--- config.mk ---
export PLATFORM = sky130hd
export DESIGN_NAME = fetch_unit
export DESIGN_NICKNAME = d
export VERILOG_FILES = /design/src/rtl/swt16_pkg.sv /design/src/rtl/fetch_fifo2.sv /design/src/rtl/fetch_unit.sv
export SDC_FILE = /design/constraint.sdc
export NUM_CORES = 1
export LEC_CHECK = 0
export CAP_MARGIN = 20
export CORE_MARGIN = 3
export CORE_UTILIZATION = 52
export DETAILED_ROUTE_END_ITERATION = 10
export PLACE_DENSITY = 0.78
export SLEW_MARGIN = 20
export SYNTH_ARGS = -nofsm -noshare
export SYNTH_HDL_FRONTEND = slang
export SYNTH_HIERARCHICAL = 1
export SYNTH_SLANG_ARGS = --single-unit
--- constraint.sdc ---
create_clock -name clock -period 3.5 [get_ports clock]
set_clock_uncertainty 0.05 [all_clocks]
set_input_delay 0.7 -clock clock [delete_from_list [all_inputs] [get_ports clock]]
set_output_delay 0.7 -clock clock [all_outputs]
set_load 0.02 [all_outputs]
--- src/rtl/swt16_pkg.sv ---
// Shared definitions for the SWT16 core.
//   - Default widths of the program memory, PC and IALU result bus.
//   - NOP encoding, which the decoder sees whenever fetch has nothing valid.
//   - Encodings for the fetch FSM states.
package swt16_pkg;

  localparam int unsigned PMEM_ADDR_WIDTH = 12;
  localparam int unsigned PMEM_WORD_WIDTH = 16;
  localparam int unsigned PC_WIDTH        = 12;
  localparam int unsigned IALU_WORD_WIDTH = 16;

  localparam logic [15:0] NOP_INSTR = 16'h0000;

  typedef enum logic [1:0] {
    ST_BOOT  = 2'd0,
    ST_RUN   = 2'd1,
    ST_REDIR = 2'd2
  } fetch_state_e;

endpackage

--- src/rtl/fetch_fifo2.sv ---
// Two-entry FIFO holding fetched {instr, pc} entries.
// Ports:
//   clk_i, rst_ni  clock, asynchronous active-low reset
//   clear_i        drop all entries; takes priority over push/pop
//   push_i         write data_i at the tail
//   pop_i          retire the head entry
//   data_i         entry to push
//   data_o         head entry (meaningless when count_o == 0)
//   count_o        number of stored entries, 0..2
module fetch_fifo2 #(
  parameter int unsigned Width = 28
) (
  input  logic             clk_i,
  input  logic             rst_ni,
  input  logic             clear_i,
  input  logic             push_i,
  input  logic             pop_i,
  input  logic [Width-1:0] data_i,
  output logic [Width-1:0] data_o,
  output logic [1:0]       count_o
);

  logic [Width-1:0] mem_q [2];
  logic             rd_ptr_q, rd_ptr_d;
  logic             wr_ptr_q, wr_ptr_d;
  logic [1:0]       count_q, count_d;

  always_comb begin
    rd_ptr_d = rd_ptr_q;
    wr_ptr_d = wr_ptr_q;
    count_d  = count_q;
    if (clear_i) begin
      rd_ptr_d = 1'b0;
      wr_ptr_d = 1'b0;
      count_d  = 2'd0;
    end else begin
      if (push_i) wr_ptr_d = ~wr_ptr_q;
      if (pop_i)  rd_ptr_d = ~rd_ptr_q;
      count_d = count_q + {1'b0, push_i} - {1'b0, pop_i};
    end
  end

  always_ff @(posedge clk_i or negedge rst_ni) begin
    if (!rst_ni) begin
      rd_ptr_q <= 1'b0;
      wr_ptr_q <= 1'b0;
      count_q  <= 2'd0;
    end else begin
      rd_ptr_q <= rd_ptr_d;
      wr_ptr_q <= wr_ptr_d;
      count_q  <= count_d;
    end
  end

  // Storage needs no reset: entries are only read once count_q covers them.
  // A push while full with a simultaneous pop lands on the slot being retired.
  always_ff @(posedge clk_i) begin
    if (push_i && !clear_i) mem_q[wr_ptr_q] <= data_i;
  end

  assign data_o  = mem_q[rd_ptr_q];
  assign count_o = count_q;

  overflow_a: assert property (@(posedge clk_i) disable iff (!rst_ni)
    !(push_i && !pop_i && !clear_i && count_q == 2'd2));

endmodule

--- src/rtl/fetch_unit.sv ---
// Instruction fetch stage of the SWT16 core.
// Owns the PC, issues word reads to a 1-cycle-latency program memory, buffers returned words
// with their PC in a 2-entry FIFO and presents the head to the decoder. A jump flushes all
// stale words and restarts fetch at the target.
// Ports:
//   clock, reset    clock; asynchronous active-low reset
//   out_pmem_en     read request this cycle
//   out_pmem_addr   read address (= PC)
//   in_pmem_data    read data, valid the cycle after out_pmem_en
//   in_jump         redirect request
//   in_jump_target  redirect target; only the low PC_WIDTH bits are used
//   in_stall        decoder cannot accept the presented word
//   out_valid       out_instr/out_pc hold a real instruction
//   out_instr       instruction word (NOP when !out_valid)
//   out_pc          PC of out_instr (0 when !out_valid)
import swt16_pkg::*;

module fetch_unit #(
  parameter int unsigned PMEM_ADDR_WIDTH = swt16_pkg::PMEM_ADDR_WIDTH,
  parameter int unsigned PMEM_WORD_WIDTH = swt16_pkg::PMEM_WORD_WIDTH,
  parameter int unsigned PC_WIDTH        = swt16_pkg::PC_WIDTH,
  parameter int unsigned IALU_WORD_WIDTH = swt16_pkg::IALU_WORD_WIDTH
) (
  input  logic                       clock,
  input  logic                       reset,
  output logic                       out_pmem_en,
  output logic [PMEM_ADDR_WIDTH-1:0] out_pmem_addr,
  input  logic [PMEM_WORD_WIDTH-1:0] in_pmem_data,
  input  logic                       in_jump,
  input  logic [IALU_WORD_WIDTH-1:0] in_jump_target,
  input  logic                       in_stall,
  output logic                       out_valid,
  output logic [PMEM_WORD_WIDTH-1:0] out_instr,
  output logic [PC_WIDTH-1:0]        out_pc
);

  localparam int unsigned EntryWidth = PMEM_WORD_WIDTH + PC_WIDTH;

  fetch_state_e         state_q, state_d;
  logic [PC_WIDTH-1:0]  pc_q, pc_d;
  logic [PC_WIDTH-1:0]  issued_pc_q, issued_pc_d;
  logic                 inflight_q, inflight_d;

  logic [1:0]            fifo_count;
  logic [EntryWidth-1:0] fifo_head;
  logic                  pop;
  logic                  push;
  logic                  issue;
  logic [2:0]            occupancy;

  // Upper target bits are architecturally ignored.
  logic unused_target_hi;
  assign unused_target_hi = ^in_jump_target[IALU_WORD_WIDTH-1:PC_WIDTH];

  always_comb begin
    state_d = state_q;
    unique case (state_q)
      ST_BOOT:          state_d = ST_RUN;
      ST_RUN, ST_REDIR: state_d = in_jump ? ST_REDIR : ST_RUN;
      default:          state_d = ST_BOOT;
    endcase
  end

  // Words already held plus the one returning this cycle, less what leaves now, must leave
  // room for the word this issue will return next cycle.
  assign occupancy = {1'b0, fifo_count} + {2'b00, inflight_q};

  always_comb begin
    out_valid = (fifo_count != 2'd0) && (state_q != ST_REDIR);
    pop       = out_valid && !in_stall && !in_jump;
    push      = inflight_q && !in_jump;
    issue     = (state_q != ST_BOOT) && !in_jump && (occupancy <= 3'd1 + {2'b00, pop});

    pc_d        = pc_q;
    issued_pc_d = issued_pc_q;
    inflight_d  = issue;
    if (in_jump) begin
      pc_d = in_jump_target[PC_WIDTH-1:0];
    end else if (issue) begin
      pc_d        = pc_q + 1'b1;
      issued_pc_d = pc_q;
    end

    out_instr = out_valid ? fifo_head[EntryWidth-1:PC_WIDTH] : PMEM_WORD_WIDTH'(NOP_INSTR);
    out_pc    = out_valid ? fifo_head[PC_WIDTH-1:0] : '0;
  end

  assign out_pmem_en   = issue;
  assign out_pmem_addr = pc_q;

  always_ff @(posedge clock or negedge reset) begin
    if (!reset) begin
      state_q     <= ST_BOOT;
      pc_q        <= '0;
      issued_pc_q <= '0;
      inflight_q  <= 1'b0;
    end else begin
      state_q     <= state_d;
      pc_q        <= pc_d;
      issued_pc_q <= issued_pc_d;
      inflight_q  <= inflight_d;
    end
  end

  fetch_fifo2 #(
    .Width (EntryWidth)
  ) u_fifo (
    .clk_i   (clock),
    .rst_ni  (reset),
    .clear_i (in_jump),
    .push_i  (push),
    .pop_i   (pop),
    .data_i  ({in_pmem_data, issued_pc_q}),
    .data_o  (fifo_head),
    .count_o (fifo_count)
  );

endmodule

# After elaboration in Yosys (flattened, before gate mapping)
# Memories as Yosys holds them, arrays and structs flattened.
# Index checks and enable logic that the tools add are counted.
# word_totals
input_bits,36
ramBits,56
register_bits,31
mem_count,1
# mem_list
name,depth,width,rd,rd_ports_with_merged_regs,wr,line,text
u_fifo.mem_q,2,28,1,0,1,fetch_fifo2.sv:23,logic [Width-1:0] mem_q [2];
# classes
mux,13
addsub,5
n_lt_le_gt_ge,1
n_bitwise,3
n_eq_ne,3
reduce_logical,17
# ops
cell,n
$mux W12,3
$mux W16,1
$add A12 B1 Y12 const B,1
$reduce_bool A2 Y1,5
$logic_and A1 B1 Y1,7
$mux W1,6
$mux W2,2
$pmux W2 S2,1
$add A2 B1 Y3,1
$le A3 B2 Y1,1
$not A1 Y1,3
$add A1 B1 Y2 const A,1
$add A2 B1 Y2,1
$eq A2 B1 Y1 const B,1
$eq A2 B2 Y1 const B,1
$logic_not A1 Y1,2
$logic_not A2 Y1,1
$ne A2 B2 Y1 const B,1
$reduce_and A2 Y1,1
$reduce_or A2 Y1,1
$sub A2 B1 Y2,1

# Depth between registers and ports, before layout
# Gate-level depths: netlist of run 1.
# depth
word_depth,9
depth_mapped,12
depth_no_buf,10

# Cells and area by module
# The synthesis of run 1 kept the hierarchy.
# modules_own_cells
mod,instances,seq_area_each_um2,area_each_um2,cells_each
fetch_fifo2,1,1781.7,2274.7,104
fetch_unit,1,675.6,1681.6,162

# Worst setup path before layout of run 1
# OpenSTA, ideal clock, no wires.
# synth_path
path_type,input -> register
start,in in_jump
end,"mem u_fifo.mem_q[0][0], enable pin"
cell_stages,3
arrival_ns,3.241
n_path_buf,1
t_required_ns,2.996
slack_ns,-0.246
setup_ns,0.454
cell_sequence,clkbuf_1 nor2b_1 nor3b_1
# synth_via
elab_chain_len,5
# synth_rtl
item,line,text
from (decl),fetch_unit.sv:29,"input logic in_jump,"
$logic_not A1 Y1,fetch_unit.sv:71,push = inflight_q && !in_jump;
$logic_and A1 B1 Y1,fetch_unit.sv:71,
net push,fetch_unit.sv:47,logic push;
$logic_and A1 B1 Y1,fetch_fifo2.sv:58,if (push_i && !clear_i) mem_q[wr_ptr_q] <= data_i;
$mux W1,fetch_fifo2.sv:58,
$mux W1 (implied by the code),fetch_fifo2.sv:58,
to (decl),fetch_fifo2.sv:23,
# The timed path passes the listed nets, and every way through them passes these cells.

# Final worst setup path of run 1
# layout_path
start,in in_stall
end,out out_pmem_en
# layout_via
elab_chain_len,6
# layout_rtl
item,line,text
from (decl),fetch_unit.sv:31,"input logic in_stall,"
$logic_not A1 Y1,fetch_unit.sv:70,pop = out_valid && !in_stall && !in_jump;
$logic_and A1 B1 Y1 (2 in a row),fetch_unit.sv:70,
net pop,fetch_unit.sv:46,logic pop;
$add A1 B1 Y2,fetch_unit.sv:72,"issue = (state_q != ST_BOOT) && !in_jump && (occupancy <= 3'd1 + {2'b00, pop});"
$le A3 B2 Y1,fetch_unit.sv:72,
$logic_and A1 B1 Y1,fetch_unit.sv:72,
to (decl),fetch_unit.sv:26,"output logic out_pmem_en,"
# The timed path passes the listed nets, and every way through them passes these cells.

==> results of run 1 <==
## state kept, by name, indices dropped and copies added (netlist names)
register	count
u_fifo/rd_ptr_q	1
state_q	2
u_fifo/wr_ptr_q	1
out_pmem_addr	12
issued_pc_q	12
u_fifo/mem_q	56
u_fifo/count_o	2
inflight_q	1
## what timing repair did
item                       4_1_cts  5_1_grt
buffers inserted                 0        1
pin swaps                        2        4
gates resized for setup          4        3
hold buffers                     0        0
cloned                           0        0
setup endpoints to repair        1        1
## per-stage QoR
stage | setup WS (ns) | power [mW]
3_5_place_dp | -0.341 | 2.93
6_report | 0.140 | 3.68
4_1_cts | 0.00456 | 3.71
2_1_floorplan | 0.0810 | 2.37
3_3_place_gp | -0.250 | 2.88
5_1_grt | 0.0355 | 3.88
## cell usage in the layout, fill, tap and decap left out, types with 3 or more instances in the layout
master	netlist	layout
nor2b_1	3	3
mux2_2	23	23
clkdlybuf4s50_1	0	71
nor2_1	12	11
or3_1	3	3
xnor2_1	4	4
dfrtp_1	31	31
o21ai_0	5	5
inv_6	0	3
clkbuf_8	0	9
buf_4	1	13
nand2_1	9	9
a31oi_1	5	5
mux2_4	19	19
inv_1	11	10
ha_1	9	9
and2_1	31	31
xor2_1	3	3
edfxtp_1	56	56
## critical path: cells and delay by family
kind	cells	cell delay, ns
AOI/OAI and AO/OA	2	0.52
adders and majority gates	1	0.48
buffers and inverters	3	0.63
and+or+nand+nor	3	0.27
## report_power, final
group	internal, mW	switching [mW]	leakage (nW)
Sequential	1.31	0.149	0.873
Clock	0.409	0.357	0.107
Combinational	0.760	0.700	0.962
## kinds of logic (layout without fill, tap and decap cells)
logic type | after synthesis | in the layout | synth area share (%)
flops | 87 | 87 | 62.1
simple gates | 71 | 71 | 10.5
mux | 44 | 44 | 14.3
compound gates | 26 | 26 | 4.97
buf+inv | 20 | 113 | 2.66
fa+ha+maj | 10 | 10 | 3.35
xor+xnor | 8 | 8 | 2.12
## layout make-up
type	count	area (sq um)	share of cell area (%)
timing repair buffer	86	826	16.2
tap	99	124	2.44
clock buffer	9	124	2.44
inverter	11	41.3	0.812
multi-input combinational	159	1410	27.7
clock inverter	7	101	1.99
sequential	87	2460	48.3
## Yosys cell counts (3+ instances only)
library cell / number / area (sq um)
edfxtp_1: 56 / 1680
and2_1: 31 / 194
dfrtp_1: 31 / 776
mux2_2: 23 / 259
mux2_4: 19 / 285
nor2_1: 12 / 45.0
inv_1: 11 / 41.3
ha_1: 9 / 113
nand2_1: 9 / 33.8
a31oi_1: 5 / 31.3
clkbuf_1: 5 / 18.8
o21ai_0: 5 / 25.0
xnor2_1: 4 / 35.0
nor2b_1: 3 / 18.8
or3_1: 3 / 18.8
xor2_1: 3 / 26.3
## metal layers
| layer | share of wire [%] | up-vias | GRT usage [%] |
|---|---|---|---|
| met1 | 46 | 1151 | 23.3 |
| met5 | 0 | - | 0 |
| met4 | 0.78 | 0 | 4.88 |
| met3 | 4.8 | 6 | 4.51 |
| met2 | 49 | 74 | 27.8 |
| li1 | - | 1147 | - |
## worst paths after layout
path                            startpoint             endpoint  cells after the start
min reg2reg                issued_pc_q[11]  u_fifo/mem_q[0][11]                      0
max in group asynchronous            reset      u_fifo/wr_ptr_q                      2
max reg2reg                     state_q[0]     out_pmem_addr[6]                     12
max                               in_stall          out_pmem_en                      9
min in group asynchronous            reset     out_pmem_addr[0]                      2
min                        issued_pc_q[11]  u_fifo/mem_q[0][11]                      0
==> results.toml, run 1 <==
[run_status]
status = "completed"

[final_layout]
diodes = 0
fin_nets = 400
fillers = 515
post-route-util_pct = 69.3
areaGrowthSynthToFinish_pct = 28.5
layout-drive-gt1-share_pct = 23.1
stdcell_area_sq_um = 5080
stdcell_count = 458

[clock_network]
htree_levels = 3
cts_buffers = 9
clk_pin_slew_worst_paths_ns = 0.09
clk_latency_ns = 0.34
cts.sinks = 87
cts_buffer_depth = 2
root_buffer = "clkbuf_8"
tritoncts = "built"

[floorplanning]
io_pins = 78
dieHeight_um = 93.2
coreArea_sq_um = 7330
dieArea_sq_um = 8690
initial_core_util_pct = 54.0
fp.dieW_um = 93.2
placementRows = 31

[logic_synthesis]
synth.avg_cell_area_sq_um = 14.9
synthCells = 266
synth_edf_count = 56
syn_area_sq_um = 3960
postSynth.asyncResetShare_pct = 35.6
yosys_warnings = 6
ys.flop_type = "edfxtp_1"
ys_seq_area_share_pct = 62.1
synth_cell_types = 47
syn_nets = 312
ys_ff_latch = 87

[placed_design]
place_inst = 441
post_dp_cell_area_sq_um = 4850
place_hpwl_mm = 4.90
place.gp.congestion = 0.830
port_buffers = 73

[sta]
worst-slew-pin-transition_ns = 0.512
clock.fmax_ghz = 0.298
finalHoldViolCount = 0
slew_headroom_pct = 65.6
whs_ns = 0.427
drv_slew = 0
rsz0062_at_grt = "no"
layout_min_cycle_time_ns = 3.36
finalSetupTns_ns = 0
finalCritPeriodShare_pct = 96.0
setup_violations = 0

[global_route]
antenna_found_initial = 0
grt_pass1_wl_mm = 11.6
grt-ovfl-total = 0
grt_start_max_net_pins = 32
grt_pass1_vias = 2417
grtUsageTotal_pct = 17.3

[route]
avgViaCountPerCell = 5.19
drt_pass1_iterations = 4
drcViolationCount = 0
dr.first_iter.drc_count = 111
postRouteAntennaNets = 0
num_vias = 2378
wl_per_cell_um = 15.7
routed_wl_mm = 7.20

[setup_path]
path_cells = "clkdlybuf4s50_1 > nor2_1 > nand2_1 > inv_2 > fa_2 > o31a_1 > o21ai_2 > nor2_2 > buf_2"
path_max_fanout = 4
startpoint_type = "primary input"
r2r_slack_ns = 0.65
max_stage_delay_ns = 0.48
crit_slowest_cell = "fa_2"
crit_arrival_ns = 2.61
cp-end-kind = "primary output"
worstSetupPathType = "in2out"
cp_data_required_time_ns = 2.75

[min_path]
hold_class = "reg2reg"

[power]
p_leak_nw = 1.94
ir_worst_vdd_v = 0.000402
powerDensity_nw_per_um2 = 724

[flow_run]
maxCapViolations = 0
(Power assumes the default switching activity.)
==> run 2, diff against run 1 <==
- CAP_MARGIN: 20 -> unset
- PLACE_DENSITY: 0.78 -> unset
- PLACE_DENSITY_LB_ADDON: unset -> 0.1
==> results.toml, run 2 (synthesis results as in run 1) <==
[setup_path]
cp-end-kind = "primary output"
r2r_slack_ns = 0.50
path_buf_inv = 3
crit_top_cell = "nor2_2"
path_cells = "clkdlybuf4s50_1 > nor2_2 > nand2_1 > inv_1 > fa_2 > o31a_1 > o21ai_2 > nor2_2 > buf_2"
cp_data_required_time_ns = 2.75
startpoint_type = "primary input"
cp_top_family = "buffers and inverters"
max_stage_delay_ns = 0.45
path_max_fanout = 2
crit_arrival_ns = 2.63
worstSetupPathType = "in2out"
crit_slowest_cell = "fa_2"

[final_layout]
areaGrowthSynthToFinish_pct = 29.2
seq_area_sq_um = 2460
mostFrequentLayoutCells = "72 x clkdlybuf4s50_1, 56 x edfxtp_1, 31 x and2_1, 31 x dfrtp_1, 23 x mux2_2"
fin_nets = 401
final_common_cell = "clkdlybuf4s50_1"
top_register = "u_fifo/mem_q"
multiInputGateArea_sq_um = 1420
largest_reg_flops = 56
diodes = 0
post-route-util_pct = 69.7
stdcell_area_sq_um = 5110
layout-drive-gt1-share_pct = 23.3
fillers = 514
stdcell_count = 459

[floorplanning]
placementRows = 31
dieHeight_um = 93.2
initial_core_util_pct = 54.0
io_pins = 78
fp.dieW_um = 93.2
dieArea_sq_um = 8690
coreArea_sq_um = 7330

[sta]
finalCritPeriodShare_pct = 96.6
slew_headroom_pct = 58.3
clock.fmax_ghz = 0.296
finalHoldViolCount = 0
rsz0062_at_grt = "no"
layout_setup_ws_ns = 0.118
setup_violations = 0
worst-slew-pin-transition_ns = 0.620
drv_slew = 0
layout_min_cycle_time_ns = 3.38

[clock_network]
cts_hold_buf = 0
cts_buffers = 9
clk_pin_slew_worst_paths_ns = 0.09
tritoncts = "built"
htree_levels = 3
root_buffer = "clkbuf_8"
cts_buffer_depth = 2
clk_latency_ns = 0.35
cts.sinks = 87

[placed_design]
place_inst = 441
place_ws_ns = -0.323
post_dp_cell_area_sq_um = 4860
place.gp.congestion = 0.828
port_buffers = 73
place_hpwl_mm = 4.90

[global_route]
grt_start_max_net_pins = 32
grt-ovfl-total = 0
grt_pass1_vias = 2460
grtUsageTotal_pct = 17.8
grt_pass1_wl_mm = 11.9
antenna_found_initial = 0

[route]
avgViaCountPerCell = 5.19
postRouteAntennaNets = 0
routed_wl_mm = 7.15
dr.first_iter.drc_count = 64
num_vias = 2383
drcViolationCount = 0
drt_pass1_iterations = 4
wl_per_cell_um = 15.6

[min_path]
hold_class = "reg2reg"

[power]
finalPower_mw = 3.71
powerDensity_nw_per_um2 = 727
p_leak_nw = 1.95
ir_worst_vdd_v = 0.000395

[flow_run]
maxCapViolations = 0

[run_status]
status = "completed"
-- run 2: final timing paths --
path	start	endpoint	cells after the start
setup / recovery	in_jump	out_pmem_en	9
hold / removal	issued_pc_q[11]	u_fifo/mem_q[1][11]	0
setup reg to reg	state_q[0]	out_pmem_addr[7]	12
hold reg to reg	issued_pc_q[11]	u_fifo/mem_q[1][11]	0
max in group asynchronous	reset	out_pmem_addr[8]	2
min in group asynchronous	reset	out_pmem_addr[0]	2
-- run 2: what timing repair did --
| action | in CTS | in global routing |
|---|---|---|
| setup endpoints to repair | 1 | 1 |
| pin swaps | 2 | 0 |
| buffers inserted | 2 | 0 |
| gates resized for setup | 4 | 3 |
-- run 2: metrics by stage --
stage          hold slack, ns  TNS, ns
3_5_place_dp            0.415   -0.323
2_1_floorplan           0.354        0
3_3_place_gp            0.406   -0.264
5_1_grt                 0.457        0
4_1_cts                 0.435        0
6_report                0.435        0
-- run 2: layer usage --
| metal | vias up | routed length (um) | GRT usage [%] | share of wire [%] |
|---|---|---|---|---|
| li1 | 1144 | - | - | - |
| met1 | 1155 | 3220 | 22.1 | 45 |
| met2 | 69 | 3450 | 29.9 | 48 |
| met3 | 15 | 305 | 2.90 | 4.3 |
| met4 | 0 | 174 | 9.28 | 2.4 |
| met5 | - | 0 | 0 | 0 |
-- run 2: power by group --
| group | switching [mW] | internal, mW | total [mW] |
|---|---|---|---|
| Combinational | 0.707 | 0.770 | 1.48 |
| Sequential | 0.153 | 1.31 | 1.46 |
| Clock | 0.367 | 0.411 | 0.778 |
-- run 2: final cells by class --
cell class | instances | share of cell area, %
Clock buffer | 9 | 2.42
Multi-Input combinational cell | 159 | 27.8
Sequential cell | 87 | 48.1
Clock inverter | 7 | 2.01
Tap cell | 99 | 2.42
Timing Repair Buffer | 87 | 16.5
Inverter | 11 | 0.808
